**config.mk**
```make
export PLATFORM = sky130hd
export DESIGN_NAME = vx_lzc_pipe
export DESIGN_NICKNAME = d
export VERILOG_FILES = /design/src/rtl/vx_lzc_pipe.sv
export SDC_FILE = /design/constraint.sdc
export NUM_CORES = 1
export LEC_CHECK = 0
export ABC_CLOCK_PERIOD_IN_PS = 1800
export BUFFER_PORTS_ARGS = -buffer_cell sky130_fd_sc_hd__buf_2
export CORE_ASPECT_RATIO = 0.75
export CORE_MARGIN = 2
export CORE_UTILIZATION = 45
export CTS_BUF_LIST = sky130_fd_sc_hd__clkbuf_8
export CTS_CLUSTER_DIAMETER = 50
export DETAILED_ROUTE_END_ITERATION = 8
export GPL_TIMING_DRIVEN = 0
export MAX_ROUTING_LAYER = met4
export PLACE_DENSITY = 0.79
export SLEW_MARGIN = 15
export SYNTH_ARGS = -nofsm -noshare
export SYNTH_HDL_FRONTEND = slang
export SYNTH_SLANG_ARGS = --single-unit
```
**constraint.sdc**
```tcl
create_clock -name clk -period 1.8 [get_ports clk]
set_input_delay 0.36 -clock clk [delete_from_list [all_inputs] [get_ports clk]]
set_output_delay 0.36 -clock clk [all_outputs]
set_load 0.01 [all_outputs]
```
**src/rtl/vx_lzc_pipe.sv**
```systemverilog
// vx_lzc_pipe: two-stage segmented multi-lane zero counter with valid/ready; define VX_LZC_PIPE_MODE_EN for per-transaction direction
module vx_lzc_pipe #(
  parameter int N = 32,
  parameter int LANES = 1,
  parameter int SEGS = 4,
  parameter int REVERSE = 0,
  parameter int TAGW = 1,
  parameter int CNTW = $clog2(N + 1)
) (
  input  logic                  clk,
  input  logic                  reset,
  input  logic                  valid_in,
  output logic                  ready_in,
  input  logic [LANES*N-1:0]    data_in,
  input  logic                  mode_in,
  input  logic [TAGW-1:0]       tag_in,
  output logic                  valid_out,
  input  logic                  ready_out,
  output logic [LANES*CNTW-1:0] count_out,
  output logic [LANES-1:0]      zero_out,
  output logic [TAGW-1:0]       tag_out
);
  localparam int SEGW = N / SEGS;
  localparam int SCW = SEGW > 1 ? $clog2(SEGW) : 1;
  logic dir_in, dir_s1;
  logic s1_valid, s2_adv;
  logic [TAGW-1:0] s1_tag;
  logic [LANES-1:0][SEGS-1:0] nz_d, s1_nz;
  logic [LANES-1:0][SEGS-1:0][SCW-1:0] cnt_d, s1_cnt;
  logic [LANES*CNTW-1:0] count_d;
  logic [LANES-1:0] zero_d;
`ifdef VX_LZC_PIPE_MODE_EN
  logic s1_mode;
  localparam logic UNUSED_REV = REVERSE != 0;
  assign dir_in = mode_in;
  assign dir_s1 = s1_mode;
`else
  logic unused_mode;
  assign unused_mode = mode_in;
  assign dir_in = REVERSE != 0;
  assign dir_s1 = REVERSE != 0;
`endif
  function automatic logic [SCW-1:0] seg_zeros(input logic [SEGW-1:0] v, input logic trail);
    seg_zeros = '0;
    for (int i = 0; i < SEGW; i++)
      if (v[i] && !trail) seg_zeros = SCW'(SEGW - 1 - i);
    for (int i = SEGW - 1; i >= 0; i--)
      if (v[i] && trail) seg_zeros = SCW'(i);
  endfunction
  assign s2_adv = !valid_out || ready_out;
  assign ready_in = !s1_valid || s2_adv;
  // per-segment nonzero flag and in-segment zero count
  always_comb begin
    nz_d = '0;
    cnt_d = '0;
    for (int l = 0; l < LANES; l++)
      for (int s = 0; s < SEGS; s++) begin
        nz_d[l][s] = |data_in[l*N + s*SEGW +: SEGW];
        cnt_d[l][s] = seg_zeros(data_in[l*N + s*SEGW +: SEGW], dir_in);
      end
  end
  // combine segments: skipped all-zero segments times SEGW plus the first nonzero segment's count
  always_comb begin
    count_d = '0;
    zero_d = '1;
    for (int l = 0; l < LANES; l++) begin
      for (int j = 0; j < SEGS; j++)
        if (zero_d[l] && s1_nz[l][dir_s1 ? j : SEGS - 1 - j]) begin
          zero_d[l] = 1'b0;
          count_d[l*CNTW +: CNTW] = CNTW'(j * SEGW) + CNTW'(s1_cnt[l][dir_s1 ? j : SEGS - 1 - j]);
        end
      if (zero_d[l]) count_d[l*CNTW +: CNTW] = CNTW'(N);
    end
  end
  // stage 1 occupancy
  always_ff @(posedge clk) begin
    if (reset) s1_valid <= 1'b0;
    else if (ready_in) s1_valid <= valid_in;
  end
  // stage 1 payload, captured only on an input transfer
  always_ff @(posedge clk) begin
    if (valid_in && ready_in) begin
      s1_nz <= nz_d;
      s1_cnt <= cnt_d;
      s1_tag <= tag_in;
`ifdef VX_LZC_PIPE_MODE_EN
      s1_mode <= mode_in;
`endif
    end
  end
  // stage 2 result register, held while the consumer stalls
  always_ff @(posedge clk) begin
    if (reset) begin
      valid_out <= 1'b0;
      count_out <= '0;
      zero_out <= '0;
      tag_out <= '0;
    end else if (s2_adv) begin
      valid_out <= s1_valid;
      if (s1_valid) begin
        count_out <= count_d;
        zero_out <= zero_d;
        tag_out <= s1_tag;
      end
    end
  end
endmodule
```
**Yosys cells after proc, flatten, opt, wreduce, memory -nomap -nowiden**

Index checks and enable logic that the tools add are counted.

- Output and inout port bits: 10
- Bits of input ports: 38
- Word-level logic and storage cells: 80
- Register bits: 27

- Reductions and logical operators: 21
- Multiplexer cells: 37
- Add/subtract/negate cells: 3

Operator list:

| operator | number |
|---|---|
| $mux 3 | 17 |
| $reduce_or 8->1 | 4 |
| $mux 6 | 3 |
| $mux 2 | 8 |
| $reduce_or 4->1 | 4 |
| $add 5x3->6 const A | 2 |
| $mux 1 | 8 |
| $reduce_or 2->1 | 4 |
| $add 4x3->5 const A | 1 |
| $mux 5 | 1 |
| $logic_and 1x1->1 | 4 |
| $logic_not 1->1 | 2 |
| $logic_or 1x1->1 | 2 |
| $reduce_and 2->1 | 1 |

**Logic depth before layout (Yosys ltp)**

Gate-level depths: netlist of run 1.

- Depth in word-level cells: 8
- Mapped depth: 5

**Worst setup path before layout of run 1**

No wires, ideal clock.

- Path type: register to register
- Start: register valid_out
- End: register s1_cnt[0] (netlist name) (enable)
- Required time: 1.425 ns
- Setup slack: 0.335 ns
- Cell stages (with the launch flop): 4
- Setup time: 0.375 ns
- Buffers on the path: 0
- Arrival: 1.090 ns
- Period minus slack after synthesis: 1.465 ns
- Cells stage by stage: dfxtp_1 nor2b_1 nand2_1 and2_1

- Longest elaborated chain between the ends: 4

Ends and longest elaborated chain:

| what | line | source |
|---|---|---|
| start: declaration | 17 | `output logic valid_out,` |
| start signal: assignment | 99 | `valid_out <= s1_valid;` |
| $logic_not 1->1 | 50 | `assign s2_adv = !valid_out \|\| ready_out;` |
| $logic_or 1x1->1 | 50 |  |
| $logic_or 1x1->1 | 51 | `assign ready_in = !s1_valid \|\| s2_adv;` |
| via ready_in | 13 | `output logic ready_in,` |
| $logic_and 1x1->1 | 82 | `if (valid_in && ready_in) begin` |
| end signal: assignment | 84 | `s1_cnt <= cnt_d;` |
| end: declaration | 29 | `logic [LANES-1:0][SEGS-1:0][SCW-1:0] cnt_d, s1_cnt;` |

The timed path passes the listed nets, and every way through them passes these cells.
A chain may end at the register's enable or synchronous reset.

**Final worst setup path of run 1**

- Start: register valid_out
- End: register s1_cnt[0] (netlist name) (enable)

- Longest elaborated chain between the ends: 4

Ends and longest elaborated chain:

| what | line |
|---|---|
| $logic_not 1->1 | 50 |
| $logic_or 1x1->1 | 50 |
| $logic_or 1x1->1 | 51 |
| $logic_and 1x1->1 | 82 |

No other way between the ends.

==> qor.csv, run 1 <==
metric;value;unit
outcome;finished clean;
Slew Viols, Final;0;
cts bufs inserted;3;
post-cts hold buffer count;0;
XOR/XNOR share of the synthesized area;0;%
First DRT Iteration DRCs;70;
Setup TNS Final;0;ns
leading area contributor after synthesis;edfxtp_1;
post-synthesis mux area share;0;%
Clk Latency, worst-skew pair;0.27;ns
Worst setup SP type;register;
Synth area leaders;edfxtp_1 41%, dfxtp_1 14%, a21oi_1 6.0%;
DP Area;0.00152;mm²
Hold Vio Cnt, Final;0;
Total GRT Usage;17.7;%
overall power;0.00116;W
vias per inst;5.20;
crit path cell chain;nor2b_1 > nand2_1 > and2_1;
# DRC;0;
post-synthesis adder-cell area fraction;0;%
RSZ-0062 raised after global routing;false;
Die Width;64.9;µm
largest net degree at the start of global routing;18;
Pwr per Cell Area;737;mW/mm²
Synth cell types;23;
maximum clock rate;0.651;GHz
final hold slack;0.265;ns
synthesized area per cell;9.78;µm²
vias in the first global route;1038;
CP endpoint kind;register;
I/O pin count;48;
Pleak;0.682;nW
syn_nets;166;
EDFF count, synth;17;
Synth Register Bits;26;
slowest stage delay, CP;0.61;ns
FF-to-FF path depth;3;
Clock Root Buffer;clkbuf_8;
DP HPWL;2.06;mm
TritonRoute pass-1 iters;4;
Critical Path Stages;3;
internal power;0.000888;W
r2r setup slk;0.26;ns
asr flop ratio synth;0;%
Critical Path Fanout Max;17;
combinational cell fraction of total power;12.8;%
Max stage delay cell, worst path;and2_1;
Syn Inst Count;128;
switching pwr;0.000267;W
gr ovfl total;0;
Crit path required time;1.71;ns
Placeable Area;0.00262;mm²
final instance area;0.00157;mm²
share of cells above drive strength 1;30.5;%
FF-to-FF End;s1_cnt[0];
largest family of logic cells by synthesized area;simple AND/OR/NAND/NOR gates;
CP Data Arrival Time;1.44;ns
Clock Power Share;28.4;%
DR vias;1108;
register share of total power;58.8;%
Worst Clk Skew;0.00118;ns
post-synthesis sequential area ratio;55.1;%
grt met2 use;31.1;%
postcts setup bufs;0;
sw frac;23.1;%
Synth Area in Simple Gates;27.3;%
clock sinks;26;
Compound-Gate Fraction of Synth Area;13.9;%
Synth Warn #;0;
Setup crit start;valid_out;
post-route ant nets;0;
clk slew on worst S/H paths;0.08;ns
slew margin rel.;50.7;%
Fill cells;213;
first-pass GRT wire length;4.17;mm
CTS tree;yes;
Die Y;49.7;µm
worst setup path endpoint;s1_cnt[0];
worst reg2reg startpoint;valid_out;
global routing usage on met3;5.48;%
Syn-to-layout area delta;25.2;%
final worst-path cycle share;85.3;%
maxcap violations;0;
worst-margin pin slew;0.740;ns
htree depth;1;
Rows;16;
Finish-stage setup viols;0;
Top Usage Layer GRT;met2;
gpl congestion;0.762;
critical path's top delay family;simple AND/OR/NAND/NOR gates;
worst hold path class;in -> reg;
initial antenna violation count;0;
GR Layer Usage met1;19.3;%
DRT Wirelength;2.57;mm
# diodes;0;
Max Buffers Root-to-Sink;2;
Nets;216;
VDD IR max;0.000505;V
min cycle time layout;1.54;ns
DIE AREA;0.00323;mm²
post_cts resized;0;
Setup CP Type;reg -> reg;
WL per Instance;12.1;µm
IO buf count;45;
ys flop type;edfxtp_1;
area share of the largest cell type after synthesis;40.8;%
starting density of the core;47.8;%
Post-Syn Area;0.00125;mm²
crit path buf inv count;0;
## cell families after synthesis
family          after synthesis
compound gates               27
buf+inv                      11
flops                        26
simple gates                 64
## sequential cells by signal, indices dropped and copies added (netlist names)
name	flops
count_out	5
s1_cnt	12
s1_nz	4
s1_tag	1
s1_valid	1
tag_out	1
valid_out	1
zero_out	1
## layout make-up
class / instances / area, µm² / area share (%)
inverter: 8 / 30.0 / 1.92
timing repair buffer: 45 / 225 / 14.4
clock buffer: 3 / 41.3 / 2.63
tap: 36 / 45.0 / 2.87
sequential: 26 / 691 / 44.1
clock inverter: 1 / 3.75 / 0.239
buffer: 3 / 16.3 / 1.04
multi-input combinational: 91 / 515 / 32.9
## cell usage after synthesis (all sizes together), types with 3 or more instances
cell type	instances
edfxtp	17
a22oi	3
o211a	3
o21bai	4
nor2	12
a21oi	15
nor3	15
and3b	3
nand2	10
inv	8
nor4	8
nor2b	6
dfxtp	9
nand2b	5
## power by group through the flow
stage / sequential, W / clock [W] / combinational [W]
final: 0.000680 / 0.000328 / 0.000148
after global routing: 0.000683 / 0.000365 / 0.000165
after CTS: 0.000680 / 0.000333 / 0.000148
after detailed placement: 0.000693 / 0 / 0.000147
after global placement: 0.000692 / 0 / 0.000139
after floorplan: 0.000692 / 0 / 0.0000681
## worst register-to-register path, cell delays in order, from the launching register on
cell	delay [ns]
dfxtp_1	0.33
nor2b_1	0.15
nand2_1	0.08
and2_1	0.61
## how the worst min path moves through the flow
| stage | from | to | slack (ns) | cells past startpoint |
|---|---|---|---|---|
| final | tag_in | s1_tag | 0.27 | 1 |
| after global routing | tag_in | s1_tag | 0.25 | 1 |
| after CTS | tag_in | s1_tag | 0.27 | 1 |
| after detailed placement | count_out[4] | count_out[4] | 0.46 | 2 |
| after global placement | count_out[4] | count_out[4] | 0.44 | 2 |
| after floorplan | tag_in | s1_tag | 0.46 | 0 |
## cells in the final DEF, fill, tap and decap left out, types with 2 or more instances in the layout
cell type	Yosys	layout
and3b_2	3	3
inv_1	8	8
nand2b_1	5	5
buf_2	1	46
o211a_1	3	3
nand2_1	10	10
o21bai_1	4	4
dfxtp_1	9	9
nor2_1	12	12
nor3_1	15	15
and2_1	2	2
clkbuf_8	0	3
nor4_1	8	8
edfxtp_1	17	17
nor2b_1	6	6
a22oi_1	3	3
a21oi_1	15	15
## metrics by stage
step | util, % | cells | setup WS (ns)
final | 59.8 | 213 | 0.264
after global routing | 59.8 | 213 | 0.0992
after CTS | 59.8 | 213 | 0.235
after detailed placement | 58.1 | 209 | 0.199
after global placement | 58.1 | 209 | 0.240
after floorplan | - | 128 | 0.335
## layer usage
| metal | share of wire [%] | wire length [µm] | vias to the layer above |
|---|---|---|---|
| met1 | 43 | 1100 | 497 |
| met2 | 48 | 1240 | 45 |
| met3 | 7.6 | 195 | 4 |
| li1 | - | - | 562 |
| met5 | 0 | 0 | - |
| met4 | 1.2 | 31 | 0 |
Note: power is estimated with default switching activity, not from simulation.
==> run 2: changes to the inputs <==
BUFFER_PORTS_ARGS = -buffer_cell sky130_fd_sc_hd__buf_4   (was -buffer_cell sky130_fd_sc_hd__buf_2)
==> run 2 against run 1 <==
Sequential power barely moved. Sequential cell count did not move. Cell area rose by 8.9%. Count of clock-buffer cells in the layout did not move. Cell count did not move. Die area did not move. Critical path depth did not move. Core utilization rose by 5.3 points. Maximum frequency fell by 1.9%. Total power rose by 15%. Highest routed layer unchanged.
==> qor.csv, run 2 (synthesis results as in run 1) <==
metric;value;unit
outcome;finished clean;
Worst setup SP type;register;
commonest cells after routing, fill and taps aside;46 x buf_4, 17 x edfxtp_1, 15 x a21oi_1, 15 x nor3_1, 12 x nor2_1;
post-route ant nets;0;
final worst slack;0.233;ns
Total GRT Usage;18.7;%
vias per inst;5.13;
Max stage delay cell, worst path;and2_1;
TritonRoute pass-1 iters;4;
Setup CP Type;reg -> reg;
register area;691;µm²
area of the multi-input gates;515;µm²
commonest non-fill, non-tap cell in the layout;buf_4;
cts bufs inserted;3;
Inst Count DP;209;
r2r setup slk;0.23;ns
gpl congestion;0.778;
VDD IR max;0.000482;V
critical path's top delay family;simple AND/OR/NAND/NOR gates;
CTS tree;yes;
final worst-path cycle share;87.0;%
crit path cell chain;nor2b_1 > nand2_1 > and2_1;
Pleak;0.727;nW
share of cells above drive strength 1;31.1;%
maximum clock rate;0.638;GHz
largest net degree at the start of global routing;18;
First DRT Iteration DRCs;36;
largest registers;s1_cnt x12, count_out x5, s1_nz x4;
post_cts resized;0;
Die Y;49.7;µm
slowest stage delay, CP;0.63;ns
CP Data Arrival Time;1.47;ns
vias in the first global route;1069;
Fill cells;214;
DRT Wirelength;2.70;mm
RSZ-0062 raised after global routing;false;
Hold Vio Cnt, Final;0;
overall power;0.00133;W
Clock Root Buffer;clkbuf_8;
maxcap violations;0;
slew margin rel.;48.5;%
Syn-to-layout area delta;36.3;%
# diodes;0;
Die Width;64.9;µm
crit path buf inv count;0;
Nets;216;
first-pass GRT wire length;4.50;mm
post-cts hold buffer count;0;
CP endpoint kind;register;
starting density of the core;47.8;%
IO buf count;45;
min cycle time layout;1.57;ns
DR vias;1093;
Clk Latency, worst-skew pair;0.27;ns
clk slew on worst S/H paths;0.08;ns
Setup TNS Final;0;ns
DIE AREA;0.00323;mm²
postcts setup bufs;0;
Biggest register;s1_cnt;
Pwr per Cell Area;779;mW/mm²
post-route insts no fill;213;
WL per Instance;12.7;µm
htree depth;1;
pre-CTS WS;0.152;ns
max reg flops;12;
Crit path required time;1.70;ns
Worst Clk Skew;0.00468;ns
Finish-stage setup viols;0;
initial antenna violation count;0;
Placeable Area;0.00262;mm²
clock sinks;26;
Max Buffers Root-to-Sink;2;
gr ovfl total;0;
worst-margin pin slew;0.773;ns
Rows;16;
worst hold path class;in -> reg;
# DRC;0;
Slew Viols, Final;0;
Critical Path Fanout Max;17;
I/O pin count;48;
DP HPWL;2.24;mm
final hold slack;0.270;ns
run 2: layout make-up:
cell class,count,area share [%]
sequential,26,40.5
multi-input combinational,91,30.2
timing repair buffer,45,19.8
tap,36,2.64
clock buffer,3,2.42
clock inverter,1,1.76
inverter,8,1.76
buffer,3,0.953
run 2: final timing paths:
path,start,endpoint,cells after the start
max,valid_out,s1_tag,3
min,tag_in,s1_tag,1
max reg2reg,valid_out,s1_tag,3
min reg2reg,tag_out,tag_out,2
run 2: stage by stage:
stage / utilization [%] / instance area (µm²)
after global placement: 62.4 / 1640
after CTS: 65.1 / 1710
after floorplan: - / 1250
after detailed placement: 62.4 / 1640
final: 65.1 / 1710
after global routing: 65.1 / 1710
run 2: power by group:
part	total (W)	internal (W)	switching, W
clock network	0.000476	0.000297	0.000178
logic	0.000174	0.0000943	0.0000802
registers	0.000679	0.000666	0.0000132
total	0.00133	0.00106	0.000272
run 2: layer usage:
layer / wire length (µm) / up-vias / GRT usage, %
met1: 1190 / 497 / 21.3
met2: 1320 / 32 / 32.5
met4: 15 / 0 / 4.26
met5: 0 / - / -
met3: 168 / 2 / 5.48
li1: - / 562 / -
